`config.mk`:
```
export PLATFORM = sky130hd
export DESIGN_NAME = multicycle_control_unit
export DESIGN_NICKNAME = d
export VERILOG_FILES = /design/src/rtl/multicycle_control_unit.sv
export SDC_FILE = /design/constraint.sdc
export NUM_CORES = 1
export LEC_CHECK = 0
export ABC_AREA = 1
export CORE_MARGIN = 2
export CORE_UTILIZATION = 45
export CTS_CLUSTER_SIZE = 16
export DETAILED_ROUTE_END_ITERATION = 7
export GPL_TIMING_DRIVEN = 0
export PLACE_DENSITY = 0.74
export SYNTH_ARGS = -nofsm -noshare
export SYNTH_HDL_FRONTEND = slang
export SYNTH_SLANG_ARGS = --single-unit
```
`constraint.sdc`:
```
create_clock -name clk -period 4 [get_ports clk]
set_input_delay 0.8 -clock clk [delete_from_list [all_inputs] [get_ports clk]]
set_output_delay 0.8 -clock clk [all_outputs]
set_load 0.02 [all_outputs]
```
`src/rtl/multicycle_control_unit.sv`:
```
// Multicycle RV32I control unit: Moore sequencer with memory wait handshake, timeout trap,
// sticky error code and retired-instruction counter. Handshake/timeout logic exists only with MEM_HANDSHAKE_EN.
module multicycle_control_unit #(
  parameter int MEM_TIMEOUT = 16,
  parameter int INSTRET_W   = 32
) (
  input  logic                 clk,
  input  logic                 rst_n,
  input  logic [6:0]           opcode,
  input  logic [2:0]           funct3,
  input  logic                 funct7b5,
  input  logic                 zero,
  input  logic                 mem_ready,
  output logic                 PCWrite,
  output logic                 IRWrite,
  output logic                 RegWrite,
  output logic                 MemWrite,
  output logic                 AdrSrc,
  output logic [1:0]           ALUSrcA,
  output logic [1:0]           ALUSrcB,
  output logic [1:0]           ResultSrc,
  output logic [1:0]           ImmSrc,
  output logic [2:0]           ALUControl,
  output logic [3:0]           state,
  output logic [1:0]           err,
  output logic [INSTRET_W-1:0] instret
);

  typedef enum logic [3:0] {
    S_FETCH    = 4'd0,
    S_DECODE   = 4'd1,
    S_MEMADR   = 4'd2,
    S_MEMREAD  = 4'd3,
    S_MEMWB    = 4'd4,
    S_MEMWRITE = 4'd5,
    S_EXECR    = 4'd6,
    S_EXECI    = 4'd7,
    S_ALUWB    = 4'd8,
    S_BEQ      = 4'd9,
    S_JAL      = 4'd10,
    S_TRAP     = 4'd15
  } state_e;

  localparam logic [6:0] OP_LW  = 7'b0000011;
  localparam logic [6:0] OP_SW  = 7'b0100011;
  localparam logic [6:0] OP_R   = 7'b0110011;
  localparam logic [6:0] OP_I   = 7'b0010011;
  localparam logic [6:0] OP_BEQ = 7'b1100011;
  localparam logic [6:0] OP_JAL = 7'b1101111;

  state_e               state_q, state_d;
  logic [1:0]           err_q, err_d;
  logic [INSTRET_W-1:0] instret_q, instret_d;
  logic                 adr_src_q, adr_src_d;
  logic [1:0]           alu_src_a_q, alu_src_a_d;
  logic [1:0]           alu_src_b_q, alu_src_b_d;
  logic [1:0]           result_src_q, result_src_d;
  logic [2:0]           alu_ctrl_q, alu_ctrl_d;
  logic                 reg_write_q, reg_write_d;
  logic                 mem_write_q, mem_write_d;
  logic                 ready_s;
  logic                 tmo_hit_s;
  logic                 retire_s;
  logic [2:0]           funct_alu_s;

`ifdef MEM_HANDSHAKE_EN
  localparam int TmoW = $clog2(MEM_TIMEOUT + 1);
  logic [TmoW-1:0] tmo_q, tmo_d;
  logic            mem_state_s;
  logic            enter_mem_s;

  assign ready_s     = mem_ready;
  assign mem_state_s = (state_q == S_FETCH) || (state_q == S_MEMREAD) || (state_q == S_MEMWRITE);
  assign enter_mem_s = (state_d != state_q) &&
                       ((state_d == S_FETCH) || (state_d == S_MEMREAD) || (state_d == S_MEMWRITE));
  assign tmo_hit_s   = !mem_ready && (tmo_q == TmoW'(MEM_TIMEOUT - 1));

  // Consecutive not-ready cycles within the current memory-state visit.
  always_comb begin
    tmo_d = tmo_q;
    if (enter_mem_s) begin
      tmo_d = {TmoW{1'b0}};
    end else if (mem_state_s && !mem_ready) begin
      tmo_d = tmo_q + TmoW'(1);
    end else begin
      tmo_d = tmo_q;
    end
  end

  // Timeout counter register.
  always_ff @(posedge clk or negedge rst_n) begin
    if (!rst_n) begin
      tmo_q <= {TmoW{1'b0}};
    end else begin
      tmo_q <= tmo_d;
    end
  end
`else
  logic unused_s;
  assign ready_s   = 1'b1;
  assign tmo_hit_s = 1'b0;
  assign unused_s  = mem_ready ^ (MEM_TIMEOUT < 1);
`endif

  // ALU operation for R/I-type; only R-type (opcode[5]=1) may select subtract.
  always_comb begin
    funct_alu_s = 3'b000;
    case (funct3)
      3'b000:  funct_alu_s = (funct7b5 && opcode[5]) ? 3'b001 : 3'b000;
      3'b010:  funct_alu_s = 3'b101;
      3'b110:  funct_alu_s = 3'b011;
      3'b111:  funct_alu_s = 3'b010;
      default: funct_alu_s = 3'b000;
    endcase
  end

  // Next state and sticky error code.
  always_comb begin
    state_d = state_q;
    err_d   = err_q;
    case (state_q)
      S_FETCH: begin
        if (ready_s) state_d = S_DECODE;
        else if (tmo_hit_s) begin state_d = S_TRAP; err_d = 2'b10; end
        else state_d = S_FETCH;
      end
      S_DECODE: begin
        case (opcode)
          OP_LW, OP_SW: state_d = S_MEMADR;
          OP_R:         state_d = S_EXECR;
          OP_I:         state_d = S_EXECI;
          OP_BEQ:       state_d = S_BEQ;
          OP_JAL:       state_d = S_JAL;
          default: begin state_d = S_TRAP; err_d = 2'b01; end
        endcase
      end
      S_MEMADR: state_d = (opcode == OP_SW) ? S_MEMWRITE : S_MEMREAD;
      S_MEMREAD: begin
        if (ready_s) state_d = S_MEMWB;
        else if (tmo_hit_s) begin state_d = S_TRAP; err_d = 2'b10; end
        else state_d = S_MEMREAD;
      end
      S_MEMWRITE: begin
        if (ready_s) state_d = S_FETCH;
        else if (tmo_hit_s) begin state_d = S_TRAP; err_d = 2'b10; end
        else state_d = S_MEMWRITE;
      end
      S_MEMWB:  state_d = S_FETCH;
      S_EXECR:  state_d = S_ALUWB;
      S_EXECI:  state_d = S_ALUWB;
      S_ALUWB:  state_d = S_FETCH;
      S_BEQ:    state_d = S_FETCH;
      S_JAL:    state_d = S_ALUWB;
      S_TRAP:   state_d = S_TRAP;
      default:  state_d = S_TRAP;
    endcase
  end

  assign retire_s  = (state_q == S_MEMWB) || (state_q == S_ALUWB) || (state_q == S_BEQ) ||
                     ((state_q == S_MEMWRITE) && ready_s);
  assign instret_d = retire_s ? (instret_q + INSTRET_W'(1)) : instret_q;

  // Moore output values for the state being entered, registered alongside it.
  always_comb begin
    adr_src_d    = 1'b0;
    alu_src_a_d  = 2'b00;
    alu_src_b_d  = 2'b00;
    result_src_d = 2'b00;
    alu_ctrl_d   = 3'b000;
    reg_write_d  = 1'b0;
    mem_write_d  = 1'b0;
    case (state_d)
      S_FETCH:    begin alu_src_b_d = 2'b10; result_src_d = 2'b10; end
      S_DECODE:   begin alu_src_a_d = 2'b01; alu_src_b_d = 2'b01; end
      S_MEMADR:   begin alu_src_a_d = 2'b10; alu_src_b_d = 2'b01; end
      S_MEMREAD:  adr_src_d = 1'b1;
      S_MEMWB:    begin result_src_d = 2'b01; reg_write_d = 1'b1; end
      S_MEMWRITE: begin adr_src_d = 1'b1; mem_write_d = 1'b1; end
      S_EXECR:    begin alu_src_a_d = 2'b10; alu_ctrl_d = funct_alu_s; end
      S_EXECI:    begin alu_src_a_d = 2'b10; alu_src_b_d = 2'b01; alu_ctrl_d = funct_alu_s; end
      S_ALUWB:    reg_write_d = 1'b1;
      S_BEQ:      begin alu_src_a_d = 2'b10; alu_ctrl_d = 3'b001; end
      S_JAL:      begin alu_src_a_d = 2'b01; alu_src_b_d = 2'b10; end
      S_TRAP:     reg_write_d = 1'b0;
      default:    reg_write_d = 1'b0;
    endcase
  end

  // FSM state, error, retire counter and registered datapath controls.
  always_ff @(posedge clk or negedge rst_n) begin
    if (!rst_n) begin
      state_q      <= S_FETCH;
      err_q        <= 2'b00;
      instret_q    <= {INSTRET_W{1'b0}};
      adr_src_q    <= 1'b0;
      alu_src_a_q  <= 2'b00;
      alu_src_b_q  <= 2'b10;
      result_src_q <= 2'b10;
      alu_ctrl_q   <= 3'b000;
      reg_write_q  <= 1'b0;
      mem_write_q  <= 1'b0;
    end else begin
      state_q      <= state_d;
      err_q        <= err_d;
      instret_q    <= instret_d;
      adr_src_q    <= adr_src_d;
      alu_src_a_q  <= alu_src_a_d;
      alu_src_b_q  <= alu_src_b_d;
      result_src_q <= result_src_d;
      alu_ctrl_q   <= alu_ctrl_d;
      reg_write_q  <= reg_write_d;
      mem_write_q  <= mem_write_d;
    end
  end

  // ImmSrc follows the instruction register directly.
  always_comb begin
    ImmSrc = 2'b00;
    case (opcode)
      OP_SW:   ImmSrc = 2'b01;
      OP_BEQ:  ImmSrc = 2'b10;
      OP_JAL:  ImmSrc = 2'b11;
      default: ImmSrc = 2'b00;
    endcase
  end

  // The PC/IR enables carry the handshake and branch outcome; gated off during reset.
  assign PCWrite    = rst_n && (((state_q == S_FETCH) && ready_s) ||
                                ((state_q == S_BEQ) && zero) || (state_q == S_JAL));
  assign IRWrite    = rst_n && (state_q == S_FETCH) && ready_s;
  assign RegWrite   = reg_write_q;
  assign MemWrite   = mem_write_q;
  assign AdrSrc     = adr_src_q;
  assign ALUSrcA    = alu_src_a_q;
  assign ALUSrcB    = alu_src_b_q;
  assign ResultSrc  = result_src_q;
  assign ALUControl = alu_ctrl_q;
  assign state      = state_q;
  assign err        = err_q;
  assign instret    = instret_q;

endmodule

```
Yosys cells after proc, flatten, opt, wreduce, memory -nomap -nowiden --
Index checks and enable logic that the tools add are counted.
Operators by class: reductions and logical operators 24, add/subtract/negate cells 1, bitwise gates (word level) 1, multiplexer cells 13, eq/ne operators 29
Operators with widths (count):
- adder 32 x 1 -> 32 bit (second input constant) | 1
- == test 4 x 3 -> 1 bit (second input constant) | 8
- == test 4 bit (second input constant) | 6
- case mux 4 bit (6 select lines) | 1
- case mux 4 bit (5 select lines) | 1
- == test 4 x 2 -> 1 bit (second input constant) | 4
- == test 7 x 6 -> 1 bit (second input constant) | 2
- == test 7 bit (second input constant) | 2
- case mux 2 bit (2 select lines) | 3
- case mux 3 bit (4 select lines) | 1
- OR reduction 2 bit | 6
- == test 4 x 1 -> 1 bit (second input constant) | 2
- zero test 4 bit | 2
- OR reduction 4 bit | 2
- == test 7 x 2 -> 1 bit (second input constant) | 1
- == test 7 x 5 -> 1 bit (second input constant) | 1
- == test 3 bit (second input constant) | 2
- case mux 2 bit (3 select lines) | 1
- case mux 3 bit (2 select lines) | 1
- OR reduction 3 bit | 2
- OR reduction 6 bit | 1
- logical OR 1 bit | 5
- logical AND 1 bit | 4
- two-way mux 1 bit | 4
- other kinds (5) | 5
Word-level totals: bits of input ports 15, register bits 49, output and inout bits 54, word-level logic and storage cells 78

Depth between registers and ports, before layout --
depth after elaboration 7, mapped depth 10, mapped depth without buffers 10

Worst setup path after synthesis --
Ideal clock, no wire load.
path type input to output, start point input port opcode[1], end point output port ImmSrc[1], slack 1.854 ns, data required time 3.200 ns, path buffers 0, arrival 1.346 ns, stages on the path 4, cells stage by stage nand2_1 > nor2_1 > nand2_1 > nand2_1
On the way: word-level cells in the longest chain between the ends 2, elaborated cells on any way between the ends 4, those cells by class 3 x eq/ne; 1 x mux
Ends and longest elaborated chain:
- from (decl) | RTL line 9 | input logic [6:0] opcode,
- == test 7 bit / == test 7 x 6 -> 1 bit (equally long branches) | RTL line 219 | case (opcode)
- case mux 2 bit (3 select lines) * | RTL line 219
- to (decl) | RTL line 22 | output logic [1:0] ImmSrc,
Every way passes the cells marked *; elsewhere a longest branch is shown, timed or not.

Worst setup path after layout --
start point input port opcode[0], end point output port ImmSrc[1]
Same word-level chain as after synthesis.

==> implementation parameters <==
Parameter                              Value

Worst setup path
  Highest fanout seen on the critical path    5
  Most Frequent Cell on Critical Path    nand2_1
  Number of buffers and inverters on the critical path    2
  Cell with the largest stage delay on the worst path    clkdlybuf4s50_1
  Minimum setup slack among reg-to-reg paths    2.35 ns
  Data arrival time at the worst-slack endpoint    between 2 and 2.5 ns
  Delay of the slowest cell on the worst path    slightly above 0.6 ns
  Crit path kind    input port to primary output
  Required time at the worst-slack endpoint    between 3 and 4 ns
  Critical path endpoint category    primary output
  Cells along the critical path    clkdlybuf4s50_1 > nand2_1 > nor2_1 > nand2_1 > nand2_1 > clkdlybuf4s50_1
  CP startpoint kind    input port
  Top delay family on crit path    buffers and inverters

Finish
  Final #Nets    between 400 and 500
  Filler-free cell count of the finished design    between 400 and 500
  N_diodes    0
  Layout area overhead    32.81%
  Fraction of layout cells with a size suffix above 1    0.06373

Synth
  Number of distinct library cells after synthesis    30
  Dominant cells by area after synthesis    dfrtp_1 45%, nand2_1 13%, xor2_1 7.4%, inv_1 7.2%, nor2_1 6.2%
  Sequential element share of the synthesized area    0.4710
  Area share of the leading cell type in the synthesized netlist    0.4508
  Mean instance size in the synthesized netlist    7.834 sq um
  Warning count from the yosys run    0
  Synth Cell Area    about 2600 sq um
  #FFs+latches synth    between 40 and 50
  Synthesized Nets    about 350
  Largest area contributor in the netlist    dfrtp_1
  Post-Synthesis Cells    around 330

Placement
  Detailed Place HPWL    around 4500 um
  I/O Buffers    between 60 and 70
  Placed instance count    472
  Global placement routability congestion    around 0.92

Drt
  Number of design rule violations left after detail routing    0
  Total number of vias    roughly 2300
  Count of nets left with antenna violations after detail routing    0
  Post-DR vias/cell    4.856
  Iteration count of the initial detailed-routing pass    5
  Average routed wire per standard cell    11.69 um
  WL final    5609 um
  Number of violations reported at the end of detailed-routing iteration 0    94

Floorplan
  Placeable core region    5540 sq um
  Boundary Pins    just under 70
  Die Span Y    about 80 um
  Full die area    6422 sq um
  Number of cell rows    27
  Initial cell density of the core    0.4709
  Horizontal die dimension    80.14 um

Clock network
  Clock buffers created by TritonCTS    5
  Sinks on the clock net    ~50
  Clk slew on worst S/H paths    roughly 0.090 ns
  Bufs on Longest Clock Path    2
  Source-to-sink clock delay at the later pin of the worst-skew pair    0.30 ns
  Count of hold buffers inserted by post-cts repair    0
  CTS resizes    0
  Number of setup buffers added after CTS    0
  Clock tree from TritonCTS    done
  CTS root buffer    clkbuf_8
  H-tree levels    2

STA
  RSZ-0062 raised after global routing    false
  Max Clock Freq    309.4 MHz
  Layout Skew    0.007849 ns
  Max-slew violation total from the final report    0
  Final critical delay including setup and external delays    3.232 ns
  Final Hold Vio Count    0
  Final setup fails    0
  Final period util    0.8079

GRT
  Vias in the first global route    ~2300
  Maximum number of pins on one net before global-route repair    35
  Combined global-route utilization of all metal layers    0.1934
  First-pass GRT wire length    around 9700 um
  Remaining global-route overflow    0
  Initial antenna violation count    0

Power
  Power density normalized to cell area    around 240 nW/um^2
  Peak ir drop on the vdd network    0.1191 mV
  Leakage power total    1.720 nW
  PnR Total Power    a little over 0.8 mW

Status
  Status    complete, no violations

Worst hold path
  Worst min path class    input port to asynchronous set/reset pin

Job
  Max-capacitance violation count    0
[sequential cells by signal, summed over array words and instances, names as in the netlist]
name,count
instret,32
state,4
ALUControl,3
ALUSrcA,2
ALUSrcB,2
ResultSrc,2
AdrSrc,1
MemWrite,1
RegWrite,1
err,1
[report_power, final]
group	total (mW)	internal [mW]	switching, mW
clock network	0.296	0.141	0.155
registers	0.495	0.495	0
logic	0.0346	0.0160	0.0187
[path summary, 6_finish.rpt]
kind | startpoint | end | cells after the start
max in group asynchronous | rst_n | ALUSrcB[1] | 2
setup reg to reg | state[3] | instret[31] | 9
setup / recovery | opcode[0] | ImmSrc[1] | 6
hold / removal | rst_n | instret[15] | 1
hold reg to reg | err[0] | err[0] | 1
min in group clk | err[0] | err[0] | 1
[area by class of cell]
type	count	area, sq um
buffer	1	7.507
clock buffer	8	90.09
fill	531	2076
inverter	52	200.2
multi-input combinational	231	1172
sequential	49	1229
tap	72	90.09
timing repair buffer	67	675.6
[Yosys cell counts]
cell type / number
nand2_1: 89
inv_1: 50
dfrtp_1: 47
nor2_1: 43
nand3_1: 26
xor2_1: 22
nor3_1: 9
nand4_1: 7
o21ai_0: 5
a21oi_1: 4
xnor2_1: 4
nor2_4: 3
dfstp_2: 2
nand2_4: 2
nor2_2: 2
nor3_2: 2
nor4_1: 2
or2_2: 2
and2_1: 1
and3_1: 1
buf_4: 1
conb_1: 1
ha_1: 1
inv_2: 1
inv_6: 1
nand2_2: 1
nand3_4: 1
nand3b_1: 1
o21ai_1: 1
or3_1: 1
[logic make-up after synthesis]
logic type	share of synthesized area
flops	0.4710
simple gates	0.3367
fa+ha+maj	0.004795
buf+inv	0.07962
compound gates	0.01918
xor+xnor	0.08729
other cells	0.001437
[cells in the final DEF (no fill, tap or decap), drive strengths merged]
master         synthesis  routed
or3                    1       1
xnor2                  4       4
buf                    1       3
o21ai                  6       6
or2                    2       2
conb                   1       1
dfstp                  2       2
nor4                   2       2
xor2                  22      22
a21oi                  4       4
and3                   1       1
nand2                 92      92
nand3                 27      27
inv                   52      52
clkbuf                 0       8
and2                   1       1
nor3                  11      11
ha                     1       1
nand3b                 1       1
nor2                  48      48
clkdlybuf4s50          0      65
dfrtp                 47      47
nand4                  7       7
[through the flow]
step / area [sq um] / util / hold slack, ns / TNS [ns] / worst slack [ns]
2_1_floorplan: 2609 / - / 0.5044 / 0 / 1.854
6_report: 3465 / 0.6253 / 0.4071 / 0 / 0.7683
3_3_place_gp: 3359 / 0.6064 / 0.4556 / -1.282 / -0.6605
5_1_grt: 3465 / 0.6253 / 0.4266 / 0 / 0.6482
4_1_cts: 3465 / 0.6253 / 0.4147 / 0 / 0.7727
3_5_place_dp: 3374 / 0.6091 / 0.4631 / 0 / 0.7831
[metal layers]
layer / track usage / wire (um) / vias to the layer above
met4: 0.08136 / 102 / 0
met1: 0.2258 / 2406 / 1071
met3: 0.03933 / 279 / 10
met2: 0.3433 / 2821 / 69
met5: 0 / 0 / -
li1: - / - / 1181
Power figures use the tool's default switching activity.
